===== src/rtl/cpu_ctrl_pkg.sv =====
// Shared definitions for the hardwired control sequencer: opcodes, step encodings,
// instruction classes and the ALU one-hot codes it drives into the datapath.
package cpu_ctrl_pkg;

    localparam logic [4:0] OP_LD   = 5'b00000;
    localparam logic [4:0] OP_LDI  = 5'b00001;
    localparam logic [4:0] OP_ST   = 5'b00010;
    localparam logic [4:0] OP_ADD  = 5'b00011;
    localparam logic [4:0] OP_SUB  = 5'b00100;
    localparam logic [4:0] OP_AND  = 5'b00101;
    localparam logic [4:0] OP_OR   = 5'b00110;
    localparam logic [4:0] OP_ADDI = 5'b01100;
    localparam logic [4:0] OP_ANDI = 5'b01101;
    localparam logic [4:0] OP_ORI  = 5'b01110;
    localparam logic [4:0] OP_MFHI = 5'b11000;
    localparam logic [4:0] OP_MFLO = 5'b11001;
    localparam logic [4:0] OP_NOP  = 5'b11010;
    localparam logic [4:0] OP_HALT = 5'b11011;

    // alu_op is one-hot {OR, AND, SUB, ADD}
    localparam logic [3:0] ALU_NONE = 4'b0000;
    localparam logic [3:0] ALU_ADD  = 4'b0001;
    localparam logic [3:0] ALU_SUB  = 4'b0010;
    localparam logic [3:0] ALU_AND  = 4'b0100;
    localparam logic [3:0] ALU_OR   = 4'b1000;

    typedef enum logic [3:0] {
        S_RST  = 4'd0,
        S_T0   = 4'd1,
        S_T1   = 4'd2,
        S_T2   = 4'd3,
        S_T3   = 4'd4,
        S_T4   = 4'd5,
        S_T5   = 4'd6,
        S_T6   = 4'd7,
        S_T7   = 4'd8,
        S_HALT = 4'd15
    } state_t;

    typedef enum logic [3:0] {
        CLS_NOP,
        CLS_RTYPE,
        CLS_IMM,
        CLS_LDI,
        CLS_LD,
        CLS_ST,
        CLS_MFHI,
        CLS_MFLO,
        CLS_HALT
    } instr_class_t;

    // True in the final execute step of an instruction, where the next edge
    // returns to fetch (or to HALT when stop is requested).
    function automatic logic is_last_step(input state_t s, input instr_class_t c);
        case (s)
            S_T3:    return c inside {CLS_MFHI, CLS_MFLO, CLS_NOP};
            S_T5:    return c inside {CLS_RTYPE, CLS_IMM, CLS_LDI};
            S_T7:    return 1'b1;
            default: return 1'b0;
        endcase
    endfunction

endpackage


===== src/rtl/control_sequencer_if.sv =====
// Control bundle between the sequencer (master) and the datapath (slave):
// IR contents and halt request in, every datapath strobe out.
interface control_sequencer_if #(parameter int IRW = 32);

    logic [IRW-1:0] ir;
    logic           stop;

    logic PCout, Zlowout, MDRout, HIout, LOout, Csignout, BAout, Rout;
    logic MARin, PCin, MDRin, IRin, Yin, Zlowin, Rin, HIin, LOin;
    logic Gra, Grb, Grc;
    logic Read, Write, MD_read;
    logic IncPC;
    logic [3:0] alu_op;
    logic run;

    modport master (
        input  ir, stop,
        output PCout, Zlowout, MDRout, HIout, LOout, Csignout, BAout, Rout,
        output MARin, PCin, MDRin, IRin, Yin, Zlowin, Rin, HIin, LOin,
        output Gra, Grb, Grc, Read, Write, MD_read, IncPC, alu_op, run
    );

    modport slave (
        output ir, stop,
        input  PCout, Zlowout, MDRout, HIout, LOout, Csignout, BAout, Rout,
        input  MARin, PCin, MDRin, IRin, Yin, Zlowin, Rin, HIin, LOin,
        input  Gra, Grb, Grc, Read, Write, MD_read, IncPC, alu_op, run
    );

endinterface


===== src/rtl/ctrl_decode.sv =====
// Opcode decoder: maps the IR opcode field to an instruction class and the
// ALU operation used in that class's arithmetic step.
module ctrl_decode
    import cpu_ctrl_pkg::*;
#(
    parameter int OPW = 5
) (
    input  logic [OPW-1:0] opcode,
    output instr_class_t   cls,
    output logic [3:0]     alu_op
);

    // Undefined opcodes fall into CLS_NOP so they run as a plain 4-step nop.
    always_comb begin
        cls    = CLS_NOP;
        alu_op = ALU_NONE;
        case (opcode)
            OP_LD:   begin cls = CLS_LD;    alu_op = ALU_ADD; end
            OP_LDI:  begin cls = CLS_LDI;   alu_op = ALU_ADD; end
            OP_ST:   begin cls = CLS_ST;    alu_op = ALU_ADD; end
            OP_ADD:  begin cls = CLS_RTYPE; alu_op = ALU_ADD; end
            OP_SUB:  begin cls = CLS_RTYPE; alu_op = ALU_SUB; end
            OP_AND:  begin cls = CLS_RTYPE; alu_op = ALU_AND; end
            OP_OR:   begin cls = CLS_RTYPE; alu_op = ALU_OR;  end
            OP_ADDI: begin cls = CLS_IMM;   alu_op = ALU_ADD; end
            OP_ANDI: begin cls = CLS_IMM;   alu_op = ALU_AND; end
            OP_ORI:  begin cls = CLS_IMM;   alu_op = ALU_OR;  end
            OP_MFHI: cls = CLS_MFHI;
            OP_MFLO: cls = CLS_MFLO;
            OP_HALT: cls = CLS_HALT;
            default: cls = CLS_NOP;
        endcase
    end

endmodule


===== src/rtl/control_sequencer.sv =====
// Hardwired control unit: steps fetch T0-T2, decodes IR, then runs the per-class
// execute sequence, driving Moore strobes into the datapath one step per clock.
module control_sequencer
    import cpu_ctrl_pkg::*;
#(
    parameter int IRW = 32,
    parameter int OPW = 5
) (
    input  logic clock,
    input  logic clear,
    control_sequencer_if.master bus
);

    state_t         state;
    instr_class_t   cls;
    logic [3:0]     dec_alu;
    logic [OPW-1:0] opcode;
    logic           unused_ir_low;

    assign opcode        = bus.ir[IRW-1 -: OPW];
    assign unused_ir_low = ^bus.ir[IRW-OPW-1:0];

    ctrl_decode #(.OPW(OPW)) u_decode (
        .opcode (opcode),
        .cls    (cls),
        .alu_op (dec_alu)
    );

    // stop is only looked at on the edge that would re-enter T0, so an
    // instruction already in flight always completes.
    always_ff @(posedge clock or negedge clear) begin
        if (!clear) begin
            state <= S_RST;
        end else begin
            case (state)
                S_RST:  state <= S_T0;
                S_T0:   state <= S_T1;
                S_T1:   state <= S_T2;
                S_T2:   state <= S_T3;
                S_T3: begin
                    if (cls == CLS_HALT)
                        state <= S_HALT;
                    else if (is_last_step(state, cls))
                        state <= bus.stop ? S_HALT : S_T0;
                    else
                        state <= S_T4;
                end
                S_T4:   state <= S_T5;
                S_T5: begin
                    if (is_last_step(state, cls))
                        state <= bus.stop ? S_HALT : S_T0;
                    else
                        state <= S_T6;
                end
                S_T6:   state <= S_T7;
                S_T7:   state <= bus.stop ? S_HALT : S_T0;
                S_HALT: state <= S_HALT;
                default: state <= S_RST;
            endcase
        end
    end

    always_comb begin
        bus.PCout    = 1'b0;
        bus.Zlowout  = 1'b0;
        bus.MDRout   = 1'b0;
        bus.HIout    = 1'b0;
        bus.LOout    = 1'b0;
        bus.Csignout = 1'b0;
        bus.BAout    = 1'b0;
        bus.Rout     = 1'b0;
        bus.MARin    = 1'b0;
        bus.PCin     = 1'b0;
        bus.MDRin    = 1'b0;
        bus.IRin     = 1'b0;
        bus.Yin      = 1'b0;
        bus.Zlowin   = 1'b0;
        bus.Rin      = 1'b0;
        bus.HIin     = 1'b0;
        bus.LOin     = 1'b0;
        bus.Gra      = 1'b0;
        bus.Grb      = 1'b0;
        bus.Grc      = 1'b0;
        bus.Read     = 1'b0;
        bus.Write    = 1'b0;
        bus.MD_read  = 1'b0;
        bus.IncPC    = 1'b0;
        bus.alu_op   = ALU_NONE;
        bus.run      = (state >= S_T0) && (state <= S_T7);

        case (state)
            S_T0: begin
                bus.PCout  = 1'b1;
                bus.MARin  = 1'b1;
                bus.IncPC  = 1'b1;
                bus.Zlowin = 1'b1;
            end
            S_T1: begin
                bus.Zlowout = 1'b1;
                bus.PCin    = 1'b1;
                bus.Read    = 1'b1;
                bus.MD_read = 1'b1;
                bus.MDRin   = 1'b1;
            end
            S_T2: begin
                bus.MDRout = 1'b1;
                bus.IRin   = 1'b1;
            end
            S_T3: begin
                case (cls)
                    CLS_RTYPE, CLS_IMM: begin
                        bus.Grb  = 1'b1;
                        bus.Rout = 1'b1;
                        bus.Yin  = 1'b1;
                    end
                    // Memory and ldi forms use BAout so R0 reads as zero base.
                    CLS_LDI, CLS_LD, CLS_ST: begin
                        bus.Grb   = 1'b1;
                        bus.BAout = 1'b1;
                        bus.Yin   = 1'b1;
                    end
                    CLS_MFHI: begin
                        bus.HIout = 1'b1;
                        bus.Gra   = 1'b1;
                        bus.Rin   = 1'b1;
                    end
                    CLS_MFLO: begin
                        bus.LOout = 1'b1;
                        bus.Gra   = 1'b1;
                        bus.Rin   = 1'b1;
                    end
                    default: ;
                endcase
            end
            S_T4: begin
                case (cls)
                    CLS_RTYPE: begin
                        bus.Grc    = 1'b1;
                        bus.Rout   = 1'b1;
                        bus.alu_op = dec_alu;
                        bus.Zlowin = 1'b1;
                    end
                    CLS_IMM, CLS_LDI, CLS_LD, CLS_ST: begin
                        bus.Csignout = 1'b1;
                        bus.alu_op   = dec_alu;
                        bus.Zlowin   = 1'b1;
                    end
                    default: ;
                endcase
            end
            S_T5: begin
                case (cls)
                    CLS_RTYPE, CLS_IMM, CLS_LDI: begin
                        bus.Zlowout = 1'b1;
                        bus.Gra     = 1'b1;
                        bus.Rin     = 1'b1;
                    end
                    CLS_LD, CLS_ST: begin
                        bus.Zlowout = 1'b1;
                        bus.MARin   = 1'b1;
                    end
                    default: ;
                endcase
            end
            S_T6: begin
                case (cls)
                    CLS_LD: begin
                        bus.Read    = 1'b1;
                        bus.MD_read = 1'b1;
                        bus.MDRin   = 1'b1;
                    end
                    CLS_ST: begin
                        bus.Gra   = 1'b1;
                        bus.Rout  = 1'b1;
                        bus.MDRin = 1'b1;
                    end
                    default: ;
                endcase
            end
            S_T7: begin
                case (cls)
                    CLS_LD: begin
                        bus.MDRout = 1'b1;
                        bus.Gra    = 1'b1;
                        bus.Rin    = 1'b1;
                    end
                    CLS_ST: bus.Write = 1'b1;
                    default: ;
                endcase
            end
            default: ;
        endcase
    end

endmodule


===== src/flat_wrapper.sv =====
// flat-port wrapper written by rule: the top's interface ports become plain ports
module control_sequencer_flat import cpu_ctrl_pkg::*;
#(
    parameter int IRW = 32,
    parameter int OPW = 5
)
  (clock, clear, bus_ir, bus_stop, bus_PCout, bus_Zlowout, bus_MDRout, bus_HIout, bus_LOout, bus_Csignout, bus_BAout, bus_Rout, bus_MARin, bus_PCin, bus_MDRin, bus_IRin, bus_Yin, bus_Zlowin, bus_Rin, bus_HIin, bus_LOin, bus_Gra, bus_Grb, bus_Grc, bus_Read, bus_Write, bus_MD_read, bus_IncPC, bus_alu_op, bus_run);
  control_sequencer_if #(.IRW(IRW)) bus_i ();
  input  logic clock;
  input  logic clear;
  input wire logic [$bits(bus_i.ir)-1:0] bus_ir;
  input wire logic [$bits(bus_i.stop)-1:0] bus_stop;
  output wire logic [$bits(bus_i.PCout)-1:0] bus_PCout;
  output wire logic [$bits(bus_i.Zlowout)-1:0] bus_Zlowout;
  output wire logic [$bits(bus_i.MDRout)-1:0] bus_MDRout;
  output wire logic [$bits(bus_i.HIout)-1:0] bus_HIout;
  output wire logic [$bits(bus_i.LOout)-1:0] bus_LOout;
  output wire logic [$bits(bus_i.Csignout)-1:0] bus_Csignout;
  output wire logic [$bits(bus_i.BAout)-1:0] bus_BAout;
  output wire logic [$bits(bus_i.Rout)-1:0] bus_Rout;
  output wire logic [$bits(bus_i.MARin)-1:0] bus_MARin;
  output wire logic [$bits(bus_i.PCin)-1:0] bus_PCin;
  output wire logic [$bits(bus_i.MDRin)-1:0] bus_MDRin;
  output wire logic [$bits(bus_i.IRin)-1:0] bus_IRin;
  output wire logic [$bits(bus_i.Yin)-1:0] bus_Yin;
  output wire logic [$bits(bus_i.Zlowin)-1:0] bus_Zlowin;
  output wire logic [$bits(bus_i.Rin)-1:0] bus_Rin;
  output wire logic [$bits(bus_i.HIin)-1:0] bus_HIin;
  output wire logic [$bits(bus_i.LOin)-1:0] bus_LOin;
  output wire logic [$bits(bus_i.Gra)-1:0] bus_Gra;
  output wire logic [$bits(bus_i.Grb)-1:0] bus_Grb;
  output wire logic [$bits(bus_i.Grc)-1:0] bus_Grc;
  output wire logic [$bits(bus_i.Read)-1:0] bus_Read;
  output wire logic [$bits(bus_i.Write)-1:0] bus_Write;
  output wire logic [$bits(bus_i.MD_read)-1:0] bus_MD_read;
  output wire logic [$bits(bus_i.IncPC)-1:0] bus_IncPC;
  output wire logic [$bits(bus_i.alu_op)-1:0] bus_alu_op;
  output wire logic [$bits(bus_i.run)-1:0] bus_run;
  assign bus_i.ir = bus_ir;
  assign bus_i.stop = bus_stop;
  assign bus_PCout = bus_i.PCout;
  assign bus_Zlowout = bus_i.Zlowout;
  assign bus_MDRout = bus_i.MDRout;
  assign bus_HIout = bus_i.HIout;
  assign bus_LOout = bus_i.LOout;
  assign bus_Csignout = bus_i.Csignout;
  assign bus_BAout = bus_i.BAout;
  assign bus_Rout = bus_i.Rout;
  assign bus_MARin = bus_i.MARin;
  assign bus_PCin = bus_i.PCin;
  assign bus_MDRin = bus_i.MDRin;
  assign bus_IRin = bus_i.IRin;
  assign bus_Yin = bus_i.Yin;
  assign bus_Zlowin = bus_i.Zlowin;
  assign bus_Rin = bus_i.Rin;
  assign bus_HIin = bus_i.HIin;
  assign bus_LOin = bus_i.LOin;
  assign bus_Gra = bus_i.Gra;
  assign bus_Grb = bus_i.Grb;
  assign bus_Grc = bus_i.Grc;
  assign bus_Read = bus_i.Read;
  assign bus_Write = bus_i.Write;
  assign bus_MD_read = bus_i.MD_read;
  assign bus_IncPC = bus_i.IncPC;
  assign bus_alu_op = bus_i.alu_op;
  assign bus_run = bus_i.run;
  control_sequencer #(.IRW(IRW), .OPW(OPW)) u_core (.clock(clock), .clear(clear), .bus(bus_i));
endmodule

===== config.mk =====
export PLATFORM = sky130hd
export DESIGN_NAME = control_sequencer_flat
export DESIGN_NICKNAME = d
export VERILOG_FILES = /design/src/rtl/cpu_ctrl_pkg.sv /design/src/rtl/control_sequencer_if.sv /design/src/rtl/ctrl_decode.sv /design/src/rtl/control_sequencer.sv /design/src/flat_wrapper.sv
export SDC_FILE = /design/constraint.sdc
export NUM_CORES = 1
export LEC_CHECK = 0
export BUFFER_PORTS_ARGS = -buffer_cell sky130_fd_sc_hd__buf_2
export CAP_MARGIN = 25
export CORE_MARGIN = 3
export CORE_UTILIZATION = 42
export CTS_BUF_LIST = sky130_fd_sc_hd__clkbuf_4 sky130_fd_sc_hd__clkbuf_8
export CTS_CLUSTER_DIAMETER = 150
export DETAILED_ROUTE_END_ITERATION = 16
export GPL_ROUTABILITY_DRIVEN = 0
export PLACE_DENSITY = 0.94
export SETUP_SLACK_MARGIN = 0.4
export SLEW_MARGIN = 30
export SYNTH_ARGS = -nofsm -noshare
export SYNTH_HDL_FRONTEND = slang
export SYNTH_SLANG_ARGS = --single-unit

===== constraint.sdc =====
create_clock -name clock -period 3.2 [get_ports clock]
set_clock_uncertainty 0.1 [all_clocks]
set_input_delay 0.64 -clock clock [delete_from_list [all_inputs] [get_ports clock]]
set_output_delay 0.64 -clock clock [all_outputs]
set_load 0.02 [all_outputs]

==> results.toml, run 1 <==
[run_status]
status = "complete, no violations"

[yosys]
synth.avg_cell_area_um2 = 6.73
ys.warnings.count = 0
synth_flop_cell = "dfrtp_1"
syn_area_um2 = 761
synth_top_family_by_area = "simple AND/OR/NAND/NOR gates"
synth_adder_area_share_pct = 0
yosysTopAreaCell = "dfrtp_1"
ys_ff_latch = 4
synth_compound_gate_area_share_pct = 26.3
synth_top_area_share_pct = 13.2
synthMuxAreaShare_pct = 1.32
post-synth-top-count-cell = "nor2_1"
netlist_instances = 113
ys_seq_area_share_pct = 13.2
synth_enable_flop_cells = 0
synth_simple_gate_area_share_pct = 42.4
synthTopCellsByCount = "nor2_1 (15), nand2_1 (9), buf_2 (6), buf_4 (6), nand3_1 (6)"
synth.area.top_cells = "dfrtp_1 (13%), nor2_1 (7.4%), buf_4 (5.9%)"
ys_types = 43
ys_async_sr_fraction_pct = 100
synth-xor-area-share_pct = 3.45

[critical_path]
worst_setup_path_end_kind = "output pin"
cp_max_fo = 15
arrival_ps = 1930
path_class = "reg2out"
crit_required_ps = 2460
worstRegToRegCells = 3
crit_path_start_kind = "flip-flop"

[die]
die_w_um = 48.6
start_util_pct = 47.2
num_rows = 14
die_h_um = 48.6
io_pins = 64
die_area_um2 = 2360
core_um2 = 1610

[route]
drt_first_pass_iters = 4
via_count = 923
via_per_inst = 5.81
drc_errors = 0
ant_nets = 0
drtIter0Drc = 47
finalWirelength_um = 2080
wire_per_inst_um = 13.1

[clock_tree]
cts_root_buf = "clkbuf_4"
clkSinkCount = 4
ctsHtreeMaxLevel = 1
cts_buffers = 3
holdBufCountCts = 0
cts_tree = "built"
cts_buffer_depth = 2
insertion_delay_ps = 240
clkTransAtPathRegs_ps = 40
cts_setup_buffers = 0

[timing]
slew_violations = 0
fin_tns_setup_ps = 0
rsz0062_at_grt = "false"
finalHoldViolations = 0
setup_viol_count_final = 0
finalCritPeriodShare_pct = 83.3
finalCriticalPeriod_ps = 2670
maxClockFrequency_mhz = 375

[worst_hold_path]
hold_path.class = "in2async"

[layout]
syn2layout_area_growth_pct = 18.1
regMostFlops = "u_core.state"
fin_util_pct = 55.7
nFillCells = 165
reg_top3 = "u_core.state x4"
largest_register_ffs = 4
drive_gt1_share_pct = 33.3
antenna_cells = 0
num-nets-final = 172

[global_route]
overflow = 0
grt_max_degree = 18
antenna_found_initial = 0
grt.total_usage_pct = 18.4
grt_pass1_wl_um = 3620
grt_pass1_vias = 829

[pwr]
ir_worst_vdd_uv = 332
pwr-share-seq_pct = 21.8
leakage_nw = 0.433
power_density_nw_per_um2 = 884
intPower_mw = 0.339
clkPwrFrac_pct = 7.9
comb_power_share_pct = 70.3
switchingPower_mw = 0.455
p_sw_share_pct = 57.3

[job]
maxCapViolations = 0

[placement]
io_buffer_count = 34
dp_hpwl_um = 1590
[routing by layer]
metal | GRT usage [%] | wire length, um
met3 | 1.84 | 159
met2 | 32.6 | 989
met5 | 0 | 0
met4 | 8.53 | 41
met1 | 22.3 | 892
[critical path, cell delays in order (launching register included)]
cell	delay, ps
dfrtp_1	530
nand2b_1	300
or3_1	450
nor3_1	210
buf_2	200
[power by group through the flow]
stage               clock network (mW)  registers [mW]  logic, mW
floorplan                            0          0.0980      0.521
global placement                     0           0.169      0.539
detailed placement                   0           0.169      0.552
CTS                             0.0647           0.168      0.556
global route                    0.0728           0.183      0.604
finish                          0.0627           0.173      0.559
[placed cells by master, fill, tap and decap left out, drive strengths merged]
master   synthesis  layout
a211oi           1       1
a21oi            3       3
a22oi            1       1
a311o            1       1
a31oi            4       4
a32o             1       1
a32oi            1       1
and2             2       2
and3             2       2
and4             1       1
buf             12      34
clkbuf           4       3
conb             1       2
dfrtp            4       4
inv              2       2
mux2i            1       1
nand2            9       9
nand2b           5       5
nand3            6       6
nand4            1       1
nand4b           1       1
nor2            15      15
nor2b            3       3
nor3             7       7
nor3b            2       2
nor4             1       1
o2111ai          1       1
o211ai           3       3
o21a             1       1
o21ai            3       3
o22a             1       1
o22ai            2       2
o311ai           2       2
o32a             1       1
o41ai            1       1
or2              2       2
or3              1       1
or4              1       1
xnor2            3       3
[worst paths after layout]
| kind | slack [ps] | startpoint | endpoint |
|---|---|---|---|
| max | 530 | u_core.state[1]$_DFF_PN0_ | bus_Grc |
| min | 100 | clear | u_core.state[2]$_DFF_PN0_ |
| max reg2reg | 1510 | u_core.state[1]$_DFF_PN0_ | u_core.state[3]$_DFF_PN0_ |
| min reg2reg | 670 | u_core.state[3]$_DFF_PN0_ | u_core.state[0]$_DFF_PN0_ |
| max in group asynchronous | 2770 | clear | u_core.state[3]$_DFF_PN0_ |
| min in group clock | 670 | u_core.state[3]$_DFF_PN0_ | u_core.state[0]$_DFF_PN0_ |
[what timing repair did]
action	in CTS	in global routing
resized for setup	0	1
hold endpoints to repair	0	0
setup endpoints to repair	0	3
[cells by family after synthesis]
family / Yosys count
other cells: 1
flops: 4
buf+inv: 18
mux: 1
compound gates: 27
xor+xnor: 3
simple gates: 59
[final cells by class]
class / count / area, um2 / area share (%)
tap: 24 / 30.0 / 3.34
inverter: 2 / 7.51 / 0.836
multi-input combinational: 92 / 567 / 63.1
clock buffer: 3 / 22.5 / 2.51
sequential: 4 / 101 / 11.3
timing repair buffer: 34 / 170 / 18.9
[per-stage QoR]
stage                     cell area (um2)  instances  setup slack (ps)  hold slack, ps  total power [mW]
after floorplan                       764        114               577             244             0.619
after global placement                875        156               637             343             0.708
after detailed placement              875        156               597             345             0.722
after CTS                             897        159               548            93.0             0.789
after global routing                  898        159               427            90.8             0.861
final                                 898        159               533            95.7             0.794
(Power assumes the default switching activity.)
==> run 2: changes to the inputs <==
--- a/config.mk
+++ b/config.mk
@@ -5,15 +5,16 @@
 export SDC_FILE = /design/constraint.sdc
 export NUM_CORES = 1
 export LEC_CHECK = 0
+export ABC_AREA = 1
 export BUFFER_PORTS_ARGS = -buffer_cell sky130_fd_sc_hd__buf_2
 export CAP_MARGIN = 25
 export CORE_MARGIN = 3
-export CORE_UTILIZATION = 42
+export CORE_UTILIZATION = 35
 export CTS_BUF_LIST = sky130_fd_sc_hd__clkbuf_4 sky130_fd_sc_hd__clkbuf_8
 export CTS_CLUSTER_DIAMETER = 150
 export DETAILED_ROUTE_END_ITERATION = 16
 export GPL_ROUTABILITY_DRIVEN = 0
-export PLACE_DENSITY = 0.94
+export PLACE_DENSITY = 0.85
 export SETUP_SLACK_MARGIN = 0.4
 export SLEW_MARGIN = 30
 export SYNTH_ARGS = -nofsm -noshare
==> constraint.sdc (replaced) <==
create_clock -name clock -period 2.2 [get_ports clock]
set_clock_uncertainty 0.1 [all_clocks]
set_input_delay 0.44 -clock clock [delete_from_list [all_inputs] [get_ports clock]]
set_output_delay 0.44 -clock clock [all_outputs]
set_load 0.02 [all_outputs]
==> results.toml, run 2 <==
[critical_path]
r2r-end = "u_core.state[2]$_DFF_PN0_"
worstPathCellList = "buf_12 -> nand2_4 -> nor2_4 -> nand2_2 -> and3_4 -> and2_4 -> nand2_4 -> nand3_2 -> buf_6"
crit_required_ps = 1660
worstRegToRegCells = 9
r2r_setup_slack_ps = 350
critPathMaxStageDelay_ps = 200
slowest_stage = "and3_4"
crit_path_start_kind = "input port"
path_class = "in2out"
crit_path_end = "bus_Gra"
r2r-start = "u_core.state[0]$_DFF_PN0_"
worst_setup_path_end_kind = "output pin"
crit_path_start = "bus_ir[31]"
cpMostUsedCell = "nand2_4"
arrival_ps = 1610
cp_max_fo = 7

[route]
ant_nets = 0
wire_per_inst_um = 23.0
via_count = 1515
via_per_inst = 6.21
drt_first_pass_iters = 6
finalWirelength_um = 5610
drc_errors = 0
drtIter0Drc = 140

[global_route]
antenna_found_initial = 0
grt_max_degree = 8
grt.total_usage_pct = 30.3
overflow = 0
grt_pass1_vias = 1298
grt_pass1_wl_um = 6200

[layout]
largest_register_ffs = 4
fin_area_um2 = 1870
reg_top3 = "u_core.state x4"
antenna_cells = 0
regMostFlops = "u_core.state"
drive_gt1_share_pct = 76.0
fin_util_pct = 93.2
syn2layout_area_growth_pct = 149
final_cell_mix = "buf_4 (44), buf_6 (25), nor2_4 (12)"
num-nets-final = 254
final_common_cell = "buf_4"

[timing]
fin_tns_setup_ps = 0
finalHoldViolations = 0
maxClockFrequency_mhz = 466
finalCriticalPeriod_ps = 2150
rsz0062_at_grt = "true"
slew_violations = 0
setup_viol_count_final = 0
finalCritPeriodShare_pct = 97.5

[placement]
dp_hpwl_um = 1870
dpl_cell_area_um2 = 1020
io_buffer_count = 34

[yosys]
synth_enable_flop_cells = 0
ys_async_sr_fraction_pct = 100
ys.warnings.count = 0
synth.area.top_cells = "dfrtp_1 (13%), inv_1 (13%), nor2_1 (13%)"
synth_top_area_share_pct = 13.4
synthTopCellsByCount = "inv_1 (26), nor2_1 (25), nand2_1 (24)"
ys_types = 23
yosysTopAreaCell = "dfrtp_1"
post-synth-top-count-cell = "inv_1"
syn_area_um2 = 748
netlist_instances = 141
synth_flop_cell = "dfrtp_1"
synth.avg_cell_area_um2 = 5.31
ys_seq_area_share_pct = 13.4
ys_ff_latch = 4

[die]
die_h_um = 52.2
start_util_pct = 37.4
num_rows = 16
core_um2 = 2000
die_w_um = 52.2
io_pins = 64
die_area_um2 = 2730

[job]
maxCapViolations = 0

[clock_tree]
cts_buffers = 3
clkSinkCount = 4
insertion_delay_ps = 230
cts_tree = "built"
cts_buffer_depth = 2
cts_root_buf = "clkbuf_4"
clkTransAtPathRegs_ps = 30
ctsHtreeMaxLevel = 1

[pwr]
power_density_nw_per_um2 = 967
finalPower_mw = 1.80
leakage_nw = 0.929
ir_worst_vdd_uv = 1060

[worst_hold_path]
hold_path.class = "in2reg"

[run_status]
status = "complete, no violations"
run 2: cell count changes after synthesis, moves of 5 or more:
| cell | previous run | this run |
|---|---|---|
| inv_1 | 2 | 26 |
| nand2_2 | 0 | 5 |
| nand2_1 | 9 | 24 |
| nand3_1 | 6 | 18 |
| buf_2 | 6 | 0 |
| nor2_1 | 15 | 25 |
run 2: worst min path at each step:
stage | startpoint | to | slack, ps | depth (start not counted)
4_1_cts | bus_stop | u_core.state[3]$_DFF_PN0_ | 420 | 3
3_5_place_dp | clear | u_core.state[0]$_DFF_PN0_ | 140 | 1
2_1_floorplan | clear | u_core.state[0]$_DFF_PN0_ | 40 | 0
5_1_grt | clear | u_core.state[3]$_DFF_PN0_ | 470 | 2
3_3_place_gp | clear | u_core.state[0]$_DFF_PN0_ | 140 | 1
6_report | bus_stop | u_core.state[1]$_DFF_PN0_ | 450 | 3
run 2: cell type report:
type / count / area, um2
Sequential cell: 4 / 104
Multi-Input combinational cell: 105 / 856
Clock buffer: 3 / 22.5
Fill cell: 59 / 136
Tap cell: 27 / 33.8
Inverter: 28 / 133
Timing Repair Buffer: 77 / 717
run 2: logic make-up after synthesis:
group | share of synthesized area [%]
simple gates | 57.2
buf+inv | 19.1
compound gates | 9.87
flops | 13.4
other cells | 0.501
run 2: worst max-delay path, delay by kind of cell:
kind | cells | cell delay (ps)
simple gates | 7 | 890
buf+inv | 2 | 260
run 2: metrics by stage:
stage	instances	hold slack (ps)	setup slack [ps]
global placement	205	143	53.2
global route	244	470	-44.8
CTS	231	422	178
floorplan	142	44.4	265
finish	244	453	54.1
detailed placement	205	144	38.4
run 2: repair_timing:
action,CTS,global route
pin swaps,22,21
endpoints found under the hold margin,4,0
hold buffers,1,0
gates resized for setup,105,62
setup endpoints to repair,24,27
setup buffers,22,13
run 2: where the power goes:
group / switching (mW) / leakage, nW / internal, mW
registers: 0.0789 / 0.0466 / 0.117
clock network: 0.0256 / 0.0138 / 0.0607
logic: 0.901 / 0.869 / 0.620
total: 1.01 / 0.929 / 0.798
run 2: routing by layer:
layer  up-vias  global-route usage, %  wire length (um)
li1        606                      -                 -
met3        44                   4.84               780
met2       180                   49.6              2480
met5         -                      0                 0
met4         0                   16.6               342
met1       685                   37.5              2010
==> run 3: changes to the inputs <==
--- a/config.mk
+++ b/config.mk
@@ -15,7 +15,7 @@
 export DETAILED_ROUTE_END_ITERATION = 16
 export GPL_ROUTABILITY_DRIVEN = 0
 export PLACE_DENSITY = 0.85
-export SETUP_SLACK_MARGIN = 0.4
+export SETUP_SLACK_MARGIN = 0.3
 export SLEW_MARGIN = 30
 export SYNTH_ARGS = -nofsm -noshare
 export SYNTH_HDL_FRONTEND = slang
==> results.toml, run 3 (synthesized netlist as in run 2, its figures left out) <==
[pwr]
switchingPower_mw = 0.915
finalPower_mw = 1.60
p_sw_share_pct = 57.0
power_density_nw_per_um2 = 937
pwr-share-seq_pct = 12.3
clkPwrFrac_pct = 6.0
comb_power_share_pct = 81.7
leakage_nw = 0.862
ir_worst_vdd_uv = 1170
intPower_mw = 0.689

[critical_path]
worst_setup_path_end_kind = "output pin"
cp_max_fo = 4
slowest_stage = "dfrtp_1"
arrival_ps = 1690
crit_required_ps = 1660
worstPathCellList = "inv_2 -> buf_4 -> nor3_4 -> inv_2 -> o21ai_1 -> buf_4"
critPathMaxStageDelay_ps = 490
critPathTopFamily = "buffers and inverters"
cp_num_buf_inv = 4
path_class = "reg2out"
crit_path_start_kind = "flip-flop"

[route]
drt_first_pass_iters = 5
ant_nets = 0
drc_errors = 0
drtIter0Drc = 102
via_per_inst = 5.98
wire_per_inst_um = 21.1
finalWirelength_um = 4990
via_count = 1412

[layout]
fin_util_pct = 85.6
largest_register_ffs = 4
nFillCells = 81
syn2layout_area_growth_pct = 129
regMostFlops = "u_core.state"
reg_top3 = "u_core.state x4"
drive_gt1_share_pct = 70.3
final_common_cell = "buf_4"
multi_input_area_um2 = 793
layout.cells.non_filler = 236
num-nets-final = 246
final_cell_mix = "buf_4 (32), buf_6 (24), nand2_2 (15), inv_1 (15)"
seq_area_um2 = 103
antenna_cells = 0

[die]
die_h_um = 52.2
die_area_um2 = 2730
start_util_pct = 37.4
die_w_um = 52.2
io_pins = 64
num_rows = 16
core_um2 = 2000

[global_route]
grt_max_degree = 8
grt_pass1_wl_um = 5600
overflow = 0
antenna_found_initial = 0
grt_pass1_vias = 1213
grt.total_usage_pct = 26.8

[timing]
finalCriticalPeriod_ps = 2230
finalCritPeriodShare_pct = 101
timing.hold.ws_ps = 423
setup_viol_count_final = 3
maxClockFrequency_mhz = 449
finalHoldViolations = 0
slew_violations = 0
rsz0062_at_grt = "true"
fin_ws_ps = -29.1

[clock_tree]
cts_root_buf = "clkbuf_4"
cts_tree = "built"
insertion_delay_ps = 240
ctsHtreeMaxLevel = 1
clkSinkCount = 4
cts_buffers = 3
clkTransAtPathRegs_ps = 40
cts_buffer_depth = 2

[placement]
io_buffer_count = 34
dp.cells = 204
dpl_worst_slack_ps = 16.4
dp_hpwl_um = 1800

[run_status]
status = "finished, violations left"
violations = "negative setup slack"

[worst_hold_path]
hold_path.class = "in2async"

[job]
maxCapViolations = 0
## run 3: power by group through the flow
stage | clock network [mW] | registers (mW) | logic, mW
2_1_floorplan | 0 | 0.146 | 0.538
3_3_place_gp | 0 | 0.154 | 0.719
3_5_place_dp | 0 | 0.153 | 0.727
4_1_cts | 0.0902 | 0.152 | 0.971
5_1_grt | 0.103 | 0.194 | 1.35
6_report | 0.0968 | 0.197 | 1.31
## run 3: layer usage
| layer | share of wire [%] | track usage [%] | vias up | wire, um |
|---|---|---|---|---|
| met2 | 43 | 44.8 | 145 | 2170 |
| met1 | 39 | 36.5 | 650 | 1940 |
| met4 | 5.1 | 8.94 | 0 | 254 |
| met5 | 0 | 0 | - | 0 |
| met3 | 12 | 1.42 | 31 | 623 |
| li1 | - | - | 586 | - |
## run 3: final cells by class
class | instances | share of cell area [%]
Clock buffer | 3 | 1.31
Inverter | 28 | 7.30
Multi-Input combinational cell | 105 | 46.3
Timing Repair Buffer | 69 | 37.1
Tap cell | 27 | 1.97
Sequential cell | 4 | 5.99
## run 3: metrics by stage
step	setup TNS, ps	instance area [um2]
6_report	-59.4	1710
2_1_floorplan	0	782
5_1_grt	-294	1710
3_5_place_dp	0	993
4_1_cts	0	1480
3_3_place_gp	0	993
## run 3: worst register-to-register path, stage by stage, from the launching register on
cell and delay (ps):
dfrtp_2 460, buf_6 150, nand2_2 110, nor2_4 60
buf_6 120, buf_4 130, nor3_1 210, nand2_1 90
inv_1 70, nand3_1 70
## run 3: repair_timing
item                                    CTS  global route
resized for setup                        98            47
setup buffers                            19             9
hold buffers                              1             0
hold endpoints to repair                  4             0
endpoints found under the setup margin   23            24
pin swaps                                26            11
## run 3: path summary, 6_finish.rpt
check | from | cells after the start | end | slack, ps
worst max-delay path | u_core.state[1]$_DFF_PN0_ | 6 | bus_MD_read | -30
worst min-delay path | clear | 2 | u_core.state[3]$_DFF_PN0_ | 420
worst min register to register | u_core.state[0]$_DFF_PN0_ | 1 | u_core.state[0]$_DFF_PN0_ | 480
worst max register to register | u_core.state[0]$_DFF_PN0_ | 9 | u_core.state[2]$_DFF_PN0_ | 510
max in group asynchronous | clear | 2 | u_core.state[0]$_DFF_PN0_ | 1440
min in group clock | bus_stop | 3 | u_core.state[2]$_DFF_PN0_ | 440
